### config.mk
export PLATFORM = sky130hd
export DESIGN_NAME = register_file_mp_flat
export DESIGN_NICKNAME = d
export VERILOG_FILES = /design/src/rtl/register_file_mp_if.sv /design/src/rtl/register_file_mp.sv /design/src/flat_wrapper.sv
export SDC_FILE = /design/constraint.sdc
export NUM_CORES = 1
export LEC_CHECK = 0
export CORE_UTILIZATION = 61
export CTS_BUF_LIST = sky130_fd_sc_hd__clkbuf_16
export DETAILED_ROUTE_END_ITERATION = 7
export PLACE_DENSITY = 0.91
export SYNTH_ARGS = -nofsm -noshare
export SYNTH_HDL_FRONTEND = slang
export SYNTH_SLANG_ARGS = --single-unit
### constraint.sdc
create_clock -name clk -period 5 [get_ports clk]
set_input_delay 1.25 -clock clk [delete_from_list [all_inputs] [get_ports clk]]
set_output_delay 1.25 -clock clk [all_outputs]
set_load 0.05 [all_outputs]
### src/rtl/register_file_mp_if.sv
// Register file port bundle: two byte read ports, byte/pair write ports, pointer access and status.
// master drives indices and strobes; slave (the register file) returns read data and status.
interface register_file_mp_if #(
  parameter int DATA_WIDTH = 8,
  parameter int ADDR_WIDTH = 5
);
  logic [ADDR_WIDTH-1:0]   rr_addr;
  logic [DATA_WIDTH-1:0]   rr_data;
  logic [ADDR_WIDTH-1:0]   rd_addr;
  logic [DATA_WIDTH-1:0]   rd_data;
  logic                    wr_en;
  logic [ADDR_WIDTH-1:0]   wr_addr;
  logic [DATA_WIDTH-1:0]   wr_data;
  logic                    pw_en;
  logic [1:0]              pw_sel;
  logic [2*DATA_WIDTH-1:0] pw_data;
  logic [1:0]              ptr_sel;
  logic [2*DATA_WIDTH-1:0] ptr_data;
  logic                    ptr_upd;
  logic                    ptr_dec;
  logic                    init_busy;
  logic                    collide;

  modport master (
    output rr_addr, rd_addr, wr_en, wr_addr, wr_data,
           pw_en, pw_sel, pw_data, ptr_sel, ptr_upd, ptr_dec,
    input  rr_data, rd_data, ptr_data, init_busy, collide
  );

  modport slave (
    input  rr_addr, rd_addr, wr_en, wr_addr, wr_data,
           pw_en, pw_sel, pw_data, ptr_sel, ptr_upd, ptr_dec,
    output rr_data, rd_data, ptr_data, init_busy, collide
  );
endinterface

### src/rtl/register_file_mp.sv
// AVR register file with X/Y/Z pair access and post-reset clear; writes visible after the capturing edge
// (same cycle with REGFILE_BYPASS_EN). No backpressure: strobes are level-sampled, ignored while init_busy.
module register_file_mp #(
  parameter int DATA_WIDTH = 8,
  parameter int ADDR_WIDTH = 5,
  parameter int PTR_BASE   = 26
) (
  input logic               clk,
  input logic               rst_n,
  register_file_mp_if.slave bus
);
  localparam int DW    = DATA_WIDTH;
  localparam int AW    = ADDR_WIDTH;
  localparam int DEPTH = 1 << AW;
  localparam logic [AW-1:0]   PB       = AW'(PTR_BASE);
  localparam logic [AW-1:0]   IDX_LAST = AW'(DEPTH - 1);
  localparam logic [AW-1:0]   IDX_ONE  = AW'(1);
  localparam logic [2*DW-1:0] WORD_ONE = (2*DW)'(1);

  typedef enum logic {INIT, RUN} state_t;

  typedef struct packed {
    logic            wr_hit;
    logic [AW-1:0]   wr_addr;
    logic [DW-1:0]   wr_dat;
    logic            pw_hit;
    logic [AW-1:0]   pw_lo;
    logic [2*DW-1:0] pw_dat;
    logic            pt_hit;
    logic [AW-1:0]   pt_lo;
    logic [2*DW-1:0] pt_dat;
  } wsrc_t;

  state_t        state;
  logic [AW-1:0] idx;
  logic          init_busy_q;
  logic          collide_q;
  logic [DW-1:0] mem [DEPTH];

  wsrc_t           src;
  logic            run;
  logic            overlap;
  logic [AW-1:0]   pt_lo;
  logic [AW-1:0]   pt_hi;
  logic [2*DW-1:0] pt_cur;
  logic [DW-1:0]   rr_val;
  logic [DW-1:0]   rd_val;
  logic [DW-1:0]   pl_val;
  logic [DW-1:0]   ph_val;

  function automatic logic [AW-1:0] pair_lo(input logic [1:0] sel);
    return PB + {{(AW-3){1'b0}}, sel, 1'b0};
  endfunction

  function automatic logic [AW-1:0] hi_of(input logic [AW-1:0] lo);
    return {lo[AW-1:1], 1'b1};
  endfunction

  function automatic logic in_pair(input logic [AW-1:0] a, input logic [AW-1:0] lo);
    return a[AW-1:1] == lo[AW-1:1];
  endfunction

  assign run    = (state == RUN);
  // Reserved select 3 wraps to an in-range index; its read is masked and its write suppressed.
  assign pt_lo  = pair_lo(bus.ptr_sel);
  assign pt_hi  = hi_of(pt_lo);
  assign pt_cur = {mem[pt_hi], mem[pt_lo]};

  always_comb begin
    src         = '0;
    src.wr_hit  = run & bus.wr_en;
    src.wr_addr = bus.wr_addr;
    src.wr_dat  = bus.wr_data;
    src.pw_hit  = run & bus.pw_en & (bus.pw_sel != 2'd3);
    src.pw_lo   = pair_lo(bus.pw_sel);
    src.pw_dat  = bus.pw_data;
    src.pt_hit  = run & bus.ptr_upd & (bus.ptr_sel != 2'd3);
    src.pt_lo   = pt_lo;
    src.pt_dat  = bus.ptr_dec ? (pt_cur - WORD_ONE) : (pt_cur + WORD_ONE);
  end

  assign overlap = (src.wr_hit & src.pw_hit & in_pair(src.wr_addr, src.pw_lo))
                 | (src.wr_hit & src.pt_hit & in_pair(src.wr_addr, src.pt_lo))
                 | (src.pw_hit & src.pt_hit & (bus.pw_sel == bus.ptr_sel));

`ifdef REGFILE_BYPASS_EN
  // Forwarded byte follows the same ptr_upd > pw_en > wr_en priority as the array write.
  function automatic logic [DW-1:0] fwd(input wsrc_t s, input logic [AW-1:0] a,
                                        input logic [DW-1:0] base);
    logic [DW-1:0] v;
    v = base;
    if (s.wr_hit && (s.wr_addr == a))
      v = s.wr_dat;
    if (s.pw_hit && in_pair(a, s.pw_lo))
      v = a[0] ? s.pw_dat[2*DW-1:DW] : s.pw_dat[DW-1:0];
    if (s.pt_hit && in_pair(a, s.pt_lo))
      v = a[0] ? s.pt_dat[2*DW-1:DW] : s.pt_dat[DW-1:0];
    return v;
  endfunction

  always_comb begin
    rr_val = fwd(src, bus.rr_addr, mem[bus.rr_addr]);
    rd_val = fwd(src, bus.rd_addr, mem[bus.rd_addr]);
    pl_val = fwd(src, pt_lo, pt_cur[DW-1:0]);
    ph_val = fwd(src, pt_hi, pt_cur[2*DW-1:DW]);
  end
`else
  always_comb begin
    rr_val = mem[bus.rr_addr];
    rd_val = mem[bus.rd_addr];
    pl_val = pt_cur[DW-1:0];
    ph_val = pt_cur[2*DW-1:DW];
  end
`endif

  assign bus.rr_data   = run ? rr_val : '0;
  assign bus.rd_data   = run ? rd_val : '0;
  assign bus.ptr_data  = (run && (bus.ptr_sel != 2'd3)) ? {ph_val, pl_val} : '0;
  assign bus.init_busy = init_busy_q;
  assign bus.collide   = collide_q;

  // Later assignments win, giving ptr_upd > pw_en > wr_en on a shared byte.
  always_ff @(posedge clk) begin
    if (!run) begin
      mem[idx] <= '0;
    end else begin
      if (src.wr_hit)
        mem[src.wr_addr] <= src.wr_dat;
      if (src.pw_hit) begin
        mem[src.pw_lo]        <= src.pw_dat[DW-1:0];
        mem[hi_of(src.pw_lo)] <= src.pw_dat[2*DW-1:DW];
      end
      if (src.pt_hit) begin
        mem[src.pt_lo]        <= src.pt_dat[DW-1:0];
        mem[hi_of(src.pt_lo)] <= src.pt_dat[2*DW-1:DW];
      end
    end
  end

  always_ff @(posedge clk or negedge rst_n) begin
    if (!rst_n) begin
      state       <= INIT;
      idx         <= '0;
      init_busy_q <= 1'b1;
      collide_q   <= 1'b0;
    end else begin
      collide_q <= overlap;
      if (state == INIT) begin
        idx <= idx + IDX_ONE;
        if (idx == IDX_LAST) begin
          state       <= RUN;
          init_busy_q <= 1'b0;
        end
      end
    end
  end
endmodule
### src/flat_wrapper.sv
// flat-port wrapper written by rule: the top's interface ports become plain ports
module register_file_mp_flat 
#(
  parameter int DATA_WIDTH = 8,
  parameter int ADDR_WIDTH = 5,
  parameter int PTR_BASE   = 26
)
  (clk, rst_n, bus_rr_addr, bus_rd_addr, bus_wr_en, bus_wr_addr, bus_wr_data, bus_pw_en, bus_pw_sel, bus_pw_data, bus_ptr_sel, bus_ptr_upd, bus_ptr_dec, bus_rr_data, bus_rd_data, bus_ptr_data, bus_init_busy, bus_collide);
  register_file_mp_if #(.DATA_WIDTH(DATA_WIDTH), .ADDR_WIDTH(ADDR_WIDTH)) bus_i ();
  input logic clk;
  input logic rst_n;
  input wire logic [$bits(bus_i.rr_addr)-1:0] bus_rr_addr;
  input wire logic [$bits(bus_i.rd_addr)-1:0] bus_rd_addr;
  input wire logic [$bits(bus_i.wr_en)-1:0] bus_wr_en;
  input wire logic [$bits(bus_i.wr_addr)-1:0] bus_wr_addr;
  input wire logic [$bits(bus_i.wr_data)-1:0] bus_wr_data;
  input wire logic [$bits(bus_i.pw_en)-1:0] bus_pw_en;
  input wire logic [$bits(bus_i.pw_sel)-1:0] bus_pw_sel;
  input wire logic [$bits(bus_i.pw_data)-1:0] bus_pw_data;
  input wire logic [$bits(bus_i.ptr_sel)-1:0] bus_ptr_sel;
  input wire logic [$bits(bus_i.ptr_upd)-1:0] bus_ptr_upd;
  input wire logic [$bits(bus_i.ptr_dec)-1:0] bus_ptr_dec;
  output wire logic [$bits(bus_i.rr_data)-1:0] bus_rr_data;
  output wire logic [$bits(bus_i.rd_data)-1:0] bus_rd_data;
  output wire logic [$bits(bus_i.ptr_data)-1:0] bus_ptr_data;
  output wire logic [$bits(bus_i.init_busy)-1:0] bus_init_busy;
  output wire logic [$bits(bus_i.collide)-1:0] bus_collide;
  assign bus_i.rr_addr = bus_rr_addr;
  assign bus_i.rd_addr = bus_rd_addr;
  assign bus_i.wr_en = bus_wr_en;
  assign bus_i.wr_addr = bus_wr_addr;
  assign bus_i.wr_data = bus_wr_data;
  assign bus_i.pw_en = bus_pw_en;
  assign bus_i.pw_sel = bus_pw_sel;
  assign bus_i.pw_data = bus_pw_data;
  assign bus_i.ptr_sel = bus_ptr_sel;
  assign bus_i.ptr_upd = bus_ptr_upd;
  assign bus_i.ptr_dec = bus_ptr_dec;
  assign bus_rr_data = bus_i.rr_data;
  assign bus_rd_data = bus_i.rd_data;
  assign bus_ptr_data = bus_i.ptr_data;
  assign bus_init_busy = bus_i.init_busy;
  assign bus_collide = bus_i.collide;
  register_file_mp #(.DATA_WIDTH(DATA_WIDTH), .ADDR_WIDTH(ADDR_WIDTH), .PTR_BASE(PTR_BASE)) u_core (.clk(clk), .rst_n(rst_n), .bus(bus_i));
endmodule
==> summary.md <==
| Metric | Value |
|---|---|
| Violated checks | `design-rule violations` |
| Synth Instances | `roughly 1200` |
| Root buffer cell | `clkbuf_16` |
| Non-Filler Instances | `1673` |
| Synth Net Count | `~1300` |
| Drt first pass iters | `8` |
| CTS max path bufs | `3` |
| P per Cell Area | `about 320 nW/um^2` |
| Worst reg2reg path endpoint | `u_core.mem[29][7]$_DFFE_PP_` |
| CTS sink count | `264` |
| #FFs+latches synth | `264` |
| Post-CTS Resized | `0` |
| Worst hold start | `u_core.bus.init_busy$_DFFE_PN1P_` |
| Final wirelength | `~51000 um` |
| Leakage Power | `0.00725 uW` |
| Clk Latency, worst-skew pair | `between 500 and 600 ps` |
| Global-route wire length before repair | `76500 um` |
| Initial antenna violation count | `0` |
| Status | `finished, violations left` |
| Critical path endpoint category | `output pin` |
| Psw | `1710 uW` |
| Width of the die | `around 170 um` |
| Via count | `12700` |
| Worst path most repeated cell | `buf_4` |
| Core area | `26200 um^2` |
| Post-synth cell types | `63` |
| Post-route ant nets | `0` |
| Post-Place Cells | `1620` |
| Vias in the first global route | `between 10000 and 15000` |
| Io pins | `slightly above 80` |
| Critical path type | `in -> out` |
| CTS tree | `yes` |
| Async set or reset register ratio after synthesis | `3.03%` |
| Final critical-path share of the clock period | `96.1%` |
| Max Freq | `0.208 GHz` |
| Starting Density | `62.7%` |
| Crit path DAT | `3560 ps` |
| Total Routing Usage GR | `between 30 and 40%` |
| Seq pwr share | `about two fifths` |
| IO Port Bufs | `82` |
| Setup Buffers After CTS | `0` |
| Layout overhead on the synthesized area | `16.8%` |
| Primary FF master, synth | `edfxtp_1` |
| Top-count cell post-synth | `edfxtp_1` |
| Vias per cell | `7.56` |
| Skew final | `31.2 ps` |
| Combinational power share | `22.7%` |
| Die area | `27600 um^2` |
| Post-synth top cells | `edfxtp_1, mux4_2, nor2_1` |
| FP Rows | `between 50 and 60` |
| Cell Area, Placed | `between 15000 and 20000 um^2` |
| H-tree lvl count | `1` |
| Worst hold endpoint | `u_core.bus.init_busy$_DFFE_PN1P_` |
| Clock Power Share | `between 30 and 40%` |
| Synth Warn # | `0` |
| Cell Area, Synth | `about 16000 um^2` |
| Final setup fails | `0` |
| Max Cap Viol | `0` |
| Hold Buf Count CTS | `0` |
| Die height | `166 um` |
| Worst VDD drop | `0.268 mV` |
| Post-synth EDFFs | `256` |
| Dpl hpwl | `~38000 um` |
| Gp weighted congestion | `1.01` |
| DRC | `14` |
| NumNets Final | `around 1400` |
| Reg2reg setup slack | `1620 ps` |
| Fin. Hold Viols | `0` |
| Clk slew on worst S/H paths | `60 ps` |
| Syn avg cell area | `approximately 14 um^2` |
| Post-synthesis sequential area ratio | `between 40% and 50%` |
| DRT iter0 DRCs | `approximately 1900` |
| Final min period | `4810 ps` |
| Share of cells above drive strength 1 | `30.9%` |
| Hold/Removal Path Class | `reg -> reg` |
| RSZ-0062 raised after global routing | `no` |
| Yosys top cell by area | `edfxtp_1` |
| Critical-path top delay cell | `mux4_2` |
| Num CTS Buffers | `28` |
| Final instance area | `19200 um^2` |
| Sw frac | `about 28%` |
| Worst Setup Start Kind | `input port` |
| Crit-path max FO | `14` |
| Slew HR | `between 20% and 30%` |
| Largest net degree at the start of global routing | `40` |
| WHS Path Cells | `1` |
| WL per Instance | `between 30 and 40 um` |
| Slew Limit Fails | `0` |
| Top-area cell type share of the netlist area | `~47%` |
| Synth area leaders | `edfxtp_1, mux4_2, a21oi_1, nor2_1, a211oi_1` |
| Grt total ovfl | `0` |
| Reg2Reg Depth | `9` |
| Reg2reg start | `u_core.mem[28][5]$_DFFE_PP_` |
| Worst-Margin Slew | `1130 ps` |
| Pint | `around 4300 uW` |
| Crit-path cells | `buf_4 -> buf_4 -> mux4_2 -> mux4_2 -> mux2i_1 -> nor2_1 -> buf_4` |
| Critical path required time | `3750 ps` |
| Critical path's largest stage delay | `560 ps` |
registers in the layout, indices dropped and copies added (netlist names):
register              cells
u_core.idx                5
u_core.run                1
u_core.bus.init_busy      1
u_core.mem              256
u_core.bus.collide        1
layer usage:
metal,global-route usage (%),part of all wire (%)
met3,7.01,13
met5,0,0
met1,48.2,33
met2,61.5,48
met4,20.0,6.6
critical path: cells and delay by family:
| kind | cells | cell delay [ps] |
|---|---|---|
| buffers and inverters | 3 | 810 |
| muxes | 3 | 1380 |
| and+or+nand+nor | 1 | 90 |
logic make-up after synthesis:
family	share of synthesized area, %
AO/OA/AOI/OAI	8.92
XOR/XNOR	0.853
adder cells (fa/ha/maj)	2.03
buffers and inverters	3.98
flip-flops	48.0
multiplexers	28.8
AND/OR/NAND/NOR	7.40
how the worst max path moves through the flow:
stage                                        to  slack, ps           start  depth (start not counted)
floorplan           u_core.mem[31][6]$_DFFE_PP_         -7  bus_ptr_sel[0]                         16
global placement    u_core.mem[31][6]$_DFFE_PP_        -40  bus_ptr_sel[1]                         13
detailed placement  u_core.mem[29][7]$_DFFE_PP_       -240  bus_ptr_sel[1]                         13
CTS                              bus_rd_data[2]        220  bus_rd_addr[0]                          7
global route        u_core.mem[27][6]$_DFFE_PP_        130  bus_ptr_sel[1]                         16
finish                           bus_rd_data[2]        190  bus_rd_addr[0]                          7
cell usage in the layout, fill, tap and decap left out, types with 25 or more instances in the layout:
| master | instances |
|---|---|
| a211oi_1 | 45 |
| a21oi_1 | 79 |
| buf_4 | 131 |
| clkbuf_16 | 28 |
| clkdlybuf4s50_1 | 45 |
| edfxtp_1 | 256 |
| ha_1 | 25 |
| inv_1 | 58 |
| mux2i_1 | 25 |
| mux4_2 | 188 |
| nand2_1 | 73 |
| nor2_1 | 94 |
| o21ai_0 | 63 |
final cells by class:
cell class,instances,area [um^2]
tap,335,419
sequential,264,7890
antenna,1,2.50
timing repair buffer,196,1820
multi-input combinational,770,7900
clock buffer,28,701
fill,1540,7030
inverter,55,206
clock inverter,24,244
power groups by stage:
stage	clock (uW)	combinational, uW	sequential [uW]
detailed placement	0	1320	2550
global route	2230	1420	2510
CTS	2150	1330	2500
global placement	0	1280	2550
floorplan	0	807	2540
finish	2170	1370	2510
through the flow:
stage | utilization (%) | worst slack (ps) | hold WS [ps] | setup TNS, ps | power (uW)
after global placement | 69.5 | -36.1 | 473 | -283 | 3830
after global routing | 73.2 | 126 | 496 | 0 | 6160
final | 73.2 | 193 | 486 | 0 | 6050
after floorplan | - | -7.18 | 460 | -7.22 | 3350
after detailed placement | 69.5 | -239 | 486 | -2930 | 3870
after CTS | 73.1 | 224 | 490 | 0 | 5980
No activity file was read; power rests on OpenSTA's default activity.
